==> src/rtl/topk_frame_sorter.sv <==
// Per-frame top-K tracker: keeps the K largest samples in a descending register list,
// snapshots the list at frame end and streams it out over a valid/ready read port.
module topk_frame_sorter #(
  parameter int W = 12,
  parameter int K = 16,
  localparam int SW = $clog2(K),
  localparam int CW = $clog2(K+1),
  localparam int IW = $clog2(K)
) (
  input  logic          clk,
  input  logic          rst_x,
  input  logic          FrameStart,
  input  logic          FrameEnd,
  input  logic          DataEn,
  input  logic [W-1:0]  DataIn,
  output logic [W-1:0]  DataMax,
  output logic [W-1:0]  DataKth,
  output logic [W+SW-1:0] DataSumOut,
  output logic [CW-1:0] Count,
  output logic          ResValid,
  output logic [W-1:0]  ResMax,
  output logic [W+SW-1:0] ResSum,
  output logic [CW-1:0] ResCount,
  output logic          RdValid,
  input  logic          RdReady,
  output logic [W-1:0]  RdData,
  output logic [IW-1:0] RdIdx,
  output logic          Busy,
  output logic          ErrFrameDrop
);

  // Read port: RdValid/RdData/RdIdx form one beat; a beat is consumed on a cycle
  // where RdValid & RdReady, and RdData/RdIdx stay stable while RdValid & !RdReady.
  typedef enum logic {ST_IDLE = 1'b0, ST_DUMP = 1'b1} state_t;

  state_t          r_state, w_state_nxt;
  logic [W-1:0]    r_e [K];
  logic [K-1:0]    r_v;
  logic [W+SW-1:0] r_sum;
  logic [CW-1:0]   r_count;
  logic [W-1:0]    r_snap [K];
  logic [W+SW-1:0] r_res_sum;
  logic [CW-1:0]   r_res_count;
  logic            r_res_valid;
  logic [IW-1:0]   r_idx;
  logic            r_err;

  logic [W-1:0]    w_base_e [K];
  logic [K-1:0]    w_base_v;
  logic [W+SW-1:0] w_base_sum;
  logic [CW-1:0]   w_base_count;
  logic [K-1:0]    w_ge;
  logic            w_full, w_ins;
  logic [W-1:0]    w_e_nxt [K];
  logic [K-1:0]    w_v_nxt;
  logic [W+SW-1:0] w_sum_nxt;
  logic [CW-1:0]   w_count_nxt;
  logic [CW-1:0]   w_src_count;
  logic            w_accept_end, w_last;
  logic [IW-1:0]   w_kth_idx;

  // FrameStart empties the list before the same-cycle sample is inserted.
  always_comb begin
    for (int i = 0; i < K; i++) begin
      w_base_e[i] = FrameStart ? '0 : r_e[i];
    end
    w_base_v     = FrameStart ? '0 : r_v;
    w_base_sum   = FrameStart ? '0 : r_sum;
    w_base_count = FrameStart ? '0 : r_count;
    for (int i = 0; i < K; i++) begin
      w_ge[i] = w_base_v[i] && (w_base_e[i] >= DataIn);
    end
    w_full = w_base_v[K-1];
    w_ins  = DataEn && !w_ge[K-1];
  end

  // w_ge is a prefix mask; the first clear bit is the insert slot, later slots shift down.
  always_comb begin
    for (int i = 0; i < K; i++) begin
      w_e_nxt[i] = w_base_e[i];
    end
    w_v_nxt     = w_base_v;
    w_sum_nxt   = w_base_sum;
    w_count_nxt = w_base_count;
    if (w_ins) begin
      if (!w_ge[0]) begin
        w_e_nxt[0] = DataIn;
        w_v_nxt[0] = 1'b1;
      end
      for (int i = 1; i < K; i++) begin
        if (!w_ge[i]) begin
          w_e_nxt[i] = w_ge[i-1] ? DataIn : w_base_e[i-1];
          w_v_nxt[i] = w_base_v[i-1];
        end
      end
      w_sum_nxt = w_base_sum + (W+SW)'(DataIn)
                - (w_full ? (W+SW)'(w_base_e[K-1]) : '0);
      w_count_nxt = w_base_count + (w_full ? CW'(0) : CW'(1));
    end
  end

  assign w_accept_end = FrameEnd && (r_state == ST_IDLE);
  // With FrameStart also high the closing frame is the pre-insertion list.
  assign w_src_count  = FrameStart ? r_count : w_count_nxt;
  assign w_last       = (CW'(r_idx) == (r_res_count - CW'(1)));

  always_comb begin
    w_state_nxt = r_state;
    case (r_state)
      ST_IDLE: if (FrameEnd && (w_src_count != '0)) w_state_nxt = ST_DUMP;
      ST_DUMP: if (RdReady && w_last) w_state_nxt = ST_IDLE;
      default: w_state_nxt = ST_IDLE;
    endcase
  end

  always_ff @(posedge clk or negedge rst_x) begin
    if (!rst_x) begin
      for (int i = 0; i < K; i++) begin
        r_e[i] <= '0;
      end
      r_v     <= '0;
      r_sum   <= '0;
      r_count <= '0;
    end else begin
      for (int i = 0; i < K; i++) begin
        r_e[i] <= w_e_nxt[i];
      end
      r_v     <= w_v_nxt;
      r_sum   <= w_sum_nxt;
      r_count <= w_count_nxt;
    end
  end

  always_ff @(posedge clk or negedge rst_x) begin
    if (!rst_x) begin
      for (int i = 0; i < K; i++) begin
        r_snap[i] <= '0;
      end
      r_res_sum   <= '0;
      r_res_count <= '0;
      r_res_valid <= 1'b0;
    end else begin
      r_res_valid <= w_accept_end;
      if (w_accept_end) begin
        for (int i = 0; i < K; i++) begin
          r_snap[i] <= FrameStart ? r_e[i] : w_e_nxt[i];
        end
        r_res_sum   <= FrameStart ? r_sum : w_sum_nxt;
        r_res_count <= w_src_count;
      end
    end
  end

  always_ff @(posedge clk or negedge rst_x) begin
    if (!rst_x) begin
      r_state <= ST_IDLE;
      r_idx   <= '0;
      r_err   <= 1'b0;
    end else begin
      r_state <= w_state_nxt;
      if (w_accept_end) begin
        r_idx <= '0;
      end else if ((r_state == ST_DUMP) && RdReady) begin
        r_idx <= w_last ? '0 : r_idx + IW'(1);
      end
      if (FrameEnd && (r_state == ST_DUMP)) begin
        r_err <= 1'b1;
      end else if (FrameStart) begin
        r_err <= 1'b0;
      end
    end
  end

  assign w_kth_idx    = IW'(r_count - CW'(1));
  assign DataMax      = r_e[0];
  assign DataKth      = (r_count == '0) ? '0 : r_e[w_kth_idx];
  assign DataSumOut   = r_sum;
  assign Count        = r_count;
  assign ResValid     = r_res_valid;
  assign ResMax       = r_snap[0];
  assign ResSum       = r_res_sum;
  assign ResCount     = r_res_count;
  assign RdValid      = (r_state == ST_DUMP);
  assign Busy         = (r_state == ST_DUMP);
  assign RdData       = RdValid ? r_snap[r_idx] : '0;
  assign RdIdx        = r_idx;
  assign ErrFrameDrop = r_err;

endmodule

==> config.mk <==
export PLATFORM = sky130hd
export DESIGN_NAME = topk_frame_sorter
export DESIGN_NICKNAME = d
export VERILOG_FILES = /design/src/rtl/topk_frame_sorter.sv
export SDC_FILE = /design/constraint.sdc
export NUM_CORES = 1
export LEC_CHECK = 0
export BUFFER_PORTS_ARGS = -buffer_cell sky130_fd_sc_hd__buf_2
export CORE_MARGIN = 2
export CORE_UTILIZATION = 35
export CTS_CLUSTER_DIAMETER = 50
export DETAILED_ROUTE_END_ITERATION = 8
export PLACE_DENSITY = 0.52
export SLEW_MARGIN = 10
export SYNTH_ARGS = -nofsm -noshare
export SYNTH_HDL_FRONTEND = slang
export SYNTH_SLANG_ARGS = --single-unit
export TNS_END_PERCENT = 30
==> constraint.sdc <==
create_clock -name clk -period 6.9 [get_ports clk]
set_clock_uncertainty 0.2 [all_clocks]
set_input_delay 1.035 -clock clk [delete_from_list [all_inputs] [get_ports clk]]
set_output_delay 1.035 -clock clk [all_outputs]
set_load 0.01 [all_outputs]
Yosys cells after proc, flatten, opt, wreduce, memory -nomap -nowiden --
Index checks and enable logic that the tools add are counted.
Word-level totals: register bits 449, input bits 18, word-level logic and storage cells 202
Cells by class: add/subtract/negate cells 6, magnitude comparators 18, eq/ne operators 1, multiplexer cells 106, bitwise logic cells 3, reductions and logical operators 27
Operators with widths (number):
- $mux W12 | 70
- $ge A12 B12 Y1 | 16
- $mux W192 | 1
- $bmux W12 S4 | 2
- $mux W16 | 5
- $logic_and A1 B1 Y1 | 22
- $mux W1 | 21
- $add A16 B12 Y16 | 1
- $sub A16 B12 Y16 | 1
- $mux W5 | 3
- $mux W4 | 3
- $ge A5 B5 Y1 const B | 2
- $not A4 Y5 | 2
- $add A5 B1 Y5 | 1
- $eq A4 B5 Y1 | 1
- $logic_not A5 Y1 | 1
- $reduce_bool A5 Y1 | 1
- $sub A5 B1 Y5 const B | 1
- $add A4 B1 Y4 const B | 1
- $reduce_bool A2 Y1 | 2
- $sub A4 B1 Y4 const B | 1
- $pmux W1 S2 | 1
- $logic_not A1 Y1 | 1
- $not A1 Y1 | 1

Depth between registers and ports, before layout --
depth in word-level cells 11, gate-level depth with buffers 19, gate-level depth less buffers 15

Worst setup path before layout --
No wires, ideal clock.
kind input-to-reg, start input FrameStart, end register r_state (netlist: Busy), setup time 0.124 ns, arrival time 4.520 ns, required time 6.576 ns, setup slack 2.056 ns, stages 16, path buffers 6, path through inv_1 buf_2 buf_4 buf_2 buf_1 buf_1 nand2_1 ha_1 nand2b_1 a2111oi_0 o41ai_2 or2_1 buf_2 or4_1 o311a_1 a211o_1
On the way: cells in the longest elaborated chain, start to end 11, elaborated cells on any way between the ends 15
Ends and longest elaborated chain:
- start, declared | line 12 | input logic FrameStart,
- $mux W12 | line 65 | w_base_e[i] = FrameStart ? '0 : r_e[i];
- $ge A12 B12 Y1 | line 71 | w_ge[i] = w_base_v[i] && (w_base_e[i] >= DataIn);
- $logic_and A1 B1 Y1 | line 71
- $logic_not A1 Y1
- $logic_and A1 B1 Y1 | line 74 | w_ins = DataEn && !w_ge[K-1];
- $mux W5 | line 85 | if (w_ins) begin
- $mux W5 * | line 104 | assign w_src_count = FrameStart ? r_count : w_count_nxt;
- $reduce_bool A5 Y1 * | line 110 | ST_IDLE: if (FrameEnd && (w_src_count != '0)) w_state_nxt = ST_DUMP;
- $logic_and A1 B1 Y1 * | line 110
- $mux W1 * | line 110
- $pmux W1 S2 * | line 109 | case (r_state)
- via w_state_nxt | line 36 | state_t r_state, w_state_nxt;
- end signal, assigned | line 160 | r_state <= w_state_nxt;
- end, declared | line 36
The timed path passes the listed nets; every way through them passes the cells marked *. A chain may end at the register's enable or synchronous reset.

Worst setup path after layout --
start register r_count[0] (netlist: Count[0]), end output DataKth[8]
On the way: cells in the longest elaborated chain, start to end 6, elaborated cells on any way between the ends 7
Ends and longest elaborated chain:
- start, declared | line 40 | logic [CW-1:0] r_count;
- start signal, assigned | line 130 | r_count <= w_count_nxt;
- $sub A4 B1 Y4 | line 174 | assign w_kth_idx = IW'(r_count - CW'(1));
- $not A4 Y5 (implied by the code) | line 176 | assign DataKth = (r_count == '0) ? '0 : r_e[w_kth_idx];
- $bmux W12 S4 | line 176
- $mux W12 (implied by the code) (2 in series) | line 176
- $mux W12 * | line 176
- end, declared | line 17 | output logic [W-1:0] DataKth,
Mark *: on every way between the ends. The rest lies on a longest branch, timed or not. The select of a mux whose other input is x is not followed.

==> flow_metrics.tcl <==
set metrics [dict create \
    fmax_mhz 174.1 \
    met3_usage 0.04609 \
    outcome "finished, final reports clean" \
    placeableCoreArea_sq_um 85410 \
    grt-busiest-layer "met2" \
    clock_insertion_delay_worst_skew_ps 630 \
    reg2reg_from "r_e[0]" \
    synth_edf_count 0 \
    groute.usage.overall 0.2561 \
    via_count 25400 \
    ys_async_sr_fraction 1.000 \
    ios 116 \
    worstSetupStartpointType "flop" \
    synth.area.top_cells "sky130_fd_sc_hd__dfrtp_1 37%, sky130_fd_sc_hd__ha_1 8.7%, sky130_fd_sc_hd__mux4_2 8.0%, sky130_fd_sc_hd__mux2i_1 6.4%, sky130_fd_sc_hd__mux2_2 4.1%" \
    io_buffer_count 115 \
    transition_time_of_the_tightest_slew_check_pin_ps 1162 \
    path_clk_slew_ps 60 \
    placementRows 107 \
    report.final.setup_viol 0 \
    power.share.combinational 0.256 \
    synth_top_area_cell "sky130_fd_sc_hd__dfrtp_1" \
    internal_power_mw 6.356 \
    hold_buffer_count_at_cts 0 \
    max-clock-path-buffers 3 \
    initial_utilization 0.3546 \
    route.antenna.remaining_nets 0 \
    cts_root_buf "sky130_fd_sc_hd__clkbuf_16" \
    rsz_0062_raised_after_global_routing "no" \
    synth_cells 3042 \
    cts-resized-gates 0 \
    worstPathRequired_ps 5660 \
    share_clk_of_total_power 0.401 \
    min_period_ps 5745 \
    synth_seq_area_share 0.3710 \
    hold_violations 0 \
    switchingPower_mw 3.356 \
    drc 0 \
    syn_avg_cell_area_sq_um 9.955 \
    cts_setup_buffers 0 \
    startpoint "Count[0]" \
    critical_path_peak_fanout 38 \
    p_leak_nw 16.15 \
    yosysTopAreaCellShare 0.3710 \
    global_route_wire_length_before_repair_um 170800 \
    hold_path.class "input pin to asynchronous set/reset pin" \
    cts_tree "done" \
    irDropWorstVdd_v 0.0002353 \
    timing.critical_path.arrival_ps 4510 \
    syn_to_final_growth_pct 13.54 \
    ys_ff_latch 449 \
    htree_levels 3 \
    syn-num-nets 3283 \
    antenna_found_initial 12 \
    setup.worst_path.class "flop to output port" \
    fin_tns_setup_ps 0 \
    die_w_um 298.2 \
    cap_violations 0 \
    yosys_warnings 0 \
    overflow_left_after_global_routing 0 \
    first_global_vias 25119 \
    post-dp-hpwl_um 79880 \
    die_y_um 298.2 \
    synthesis.area_sq_um 30280 \
    postSynth.topFlopCell "sky130_fd_sc_hd__dfrtp_1" \
    ys_types 71 \
    use_met2 0.3859 \
    totalPowerFinal_mw 9.712 \
    numClockSinks 449 \
    finalWeightedCongestion 0.9137 \
    share_of_final_layout_standard_cells_stronger_than_drive_strength_1 0.1793 \
    viasPerCell 5.979 \
    power.density_nw_per_um2 282.5 \
    routedWlPerCell_um 27.16 \
    met1_usage 0.3633 \
    number_of_buffers_created_by_cts 72 \
    final_stage_net_count 3286 \
    cp-end-kind "output port" \
    final.period_utilization 0.8327 \
    detail_route.iter0.violations 2744 \
    dr.pass1.iters 6 \
    final-max-slew-violation-count 0 \
    maximum_number_of_pins_on_one_net_before_global_route_repair 194 \
    switching_share 0.3455 \
    share_seq_of_total_power 0.343 \
    maxSlewHeadroom 0.2246 \
    finalWirelength_um 115400 \
    die_area_sq_um 88890 \
]
==> Yosys cell counts (24+ instances only) <==
master                      number
sky130_fd_sc_hd__nor2_1        169
sky130_fd_sc_hd__nand2_1       301
sky130_fd_sc_hd__nor2b_1       173
sky130_fd_sc_hd__buf_4          27
sky130_fd_sc_hd__dfrtp_1       449
sky130_fd_sc_hd__mux2_2        109
sky130_fd_sc_hd__mux4_2        108
sky130_fd_sc_hd__nand4_1        28
sky130_fd_sc_hd__buf_2          45
sky130_fd_sc_hd__clkbuf_1      158
sky130_fd_sc_hd__a21o_1         78
sky130_fd_sc_hd__o21ai_0       241
sky130_fd_sc_hd__a21oi_1       180
sky130_fd_sc_hd__a221o_1        24
sky130_fd_sc_hd__a211oi_1       44
sky130_fd_sc_hd__inv_1          76
sky130_fd_sc_hd__mux2i_1       193
sky130_fd_sc_hd__ha_1          211
sky130_fd_sc_hd__and2_1         27
sky130_fd_sc_hd__o2bb2ai_1      39
sky130_fd_sc_hd__nand3_1        55
==> worst max-delay path: stages (launching register included) <==
cell and delay (ps):
sky130_fd_sc_hd__dfrtp_4 590, sky130_fd_sc_hd__buf_4 790, sky130_fd_sc_hd__nor3_1 270, sky130_fd_sc_hd__xor2_4 220
sky130_fd_sc_hd__buf_4 310, sky130_fd_sc_hd__nor2b_1 520, sky130_fd_sc_hd__a211oi_1 110, sky130_fd_sc_hd__a211oi_1 780
sky130_fd_sc_hd__buf_2 270
==> stage by stage <==
step / hold slack (ps) / worst slack, ps / instances / instance area, sq um / utilization
floorplan: 244.6 / 2056 / 3042 / 30280 / -
global placement: 259.3 / 1383 / 4115 / 31840 / 0.3728
detailed placement: 266.5 / 1334 / 4115 / 31840 / 0.3728
CTS: 225.5 / 1263 / 4245 / 34380 / 0.4025
global route: 265.3 / 933.0 / 4245 / 34380 / 0.4025
finish: 221.1 / 1155 / 4248 / 34390 / 0.4026
==> cell type report <==
class                      count  area [sq um]
antenna                        3         7.507
clock buffer                  90          2002
clock inverter                40         533.0
fill                        8378         51030
inverter                      77         294.0
multi-input combinational   2266         17740
sequential                   449         11240
tap                         1144          1431
timing repair buffer         179          1135
==> path summary, 6_finish.rpt <==
| path | cells past startpoint | slack, ps | endpoint |
|---|---|---|---|
| setup / recovery | 8 | 1150 | DataKth[8] |
| hold reg to reg | 2 | 270 | ResSum[15] |
| setup reg to reg | 10 | 2730 | r_v[10] |
| hold / removal | 1 | 220 | ResSum[6] |
| min in group clk | 2 | 270 | ResSum[15] |
| max in group asynchronous | 2 | 4780 | r_snap[125] |
==> cells in the final DEF (no fill, tap or decap), drive strengths merged, types with 19 or more instances in the layout <==
cell type,instances
nor3,25
nand4,28
mux2,109
a211oi,44
buf,179
and2,27
ha,211
a22oi,23
inv,83
a21oi,181
a21o,78
mux2i,193
nand2,301
nor2,170
nand2b,19
o211ai,19
mux4,108
o2bb2ai,39
clkbuf,90
nor2b,173
dfrtp,449
o21ai,258
nand3,55
clkinv,19
a221o,24
==> power by group through the flow <==
stage | combinational (mW) | clock (mW) | sequential (mW)
2_1_floorplan | 1.65 | 0 | 3.16
3_3_place_gp | 2.42 | 0 | 3.36
3_5_place_dp | 2.46 | 0 | 3.38
4_1_cts | 2.47 | 3.95 | 3.33
5_1_grt | 2.67 | 4.08 | 3.37
6_report | 2.48 | 3.89 | 3.34
==> kinds of logic after synthesis <==
kind of cell | count (synthesis) | synth area share
DFF | 449 | 0.3710
adders and majority gates | 225 | 0.09577
AOI/OAI and AO/OA | 771 | 0.1628
and+or+nand+nor | 832 | 0.1320
muxes | 410 | 0.1846
xor gates and xnor gates | 28 | 0.008098
buffers and inverters | 327 | 0.04574
==> flip-flops by register name, summed over array words and instances, names as in the netlist <==
register / cells
Busy: 1
ResCount: 5
r_snap: 180
ResValid: 1
r_e: 180
ResSum: 16
ResMax: 12
ErrFrameDrop: 1
r_v: 16
RdIdx: 4
Count: 5
DataSumOut: 16
DataMax: 12
==> routing by layer <==
metal  wire length, um  vias up
li1                  -    11086
met5                44        -
met4              4714        6
met2             50000     1268
met3              9521      228
met1             51090    12812
Note: power is estimated with default switching activity, not from simulation.
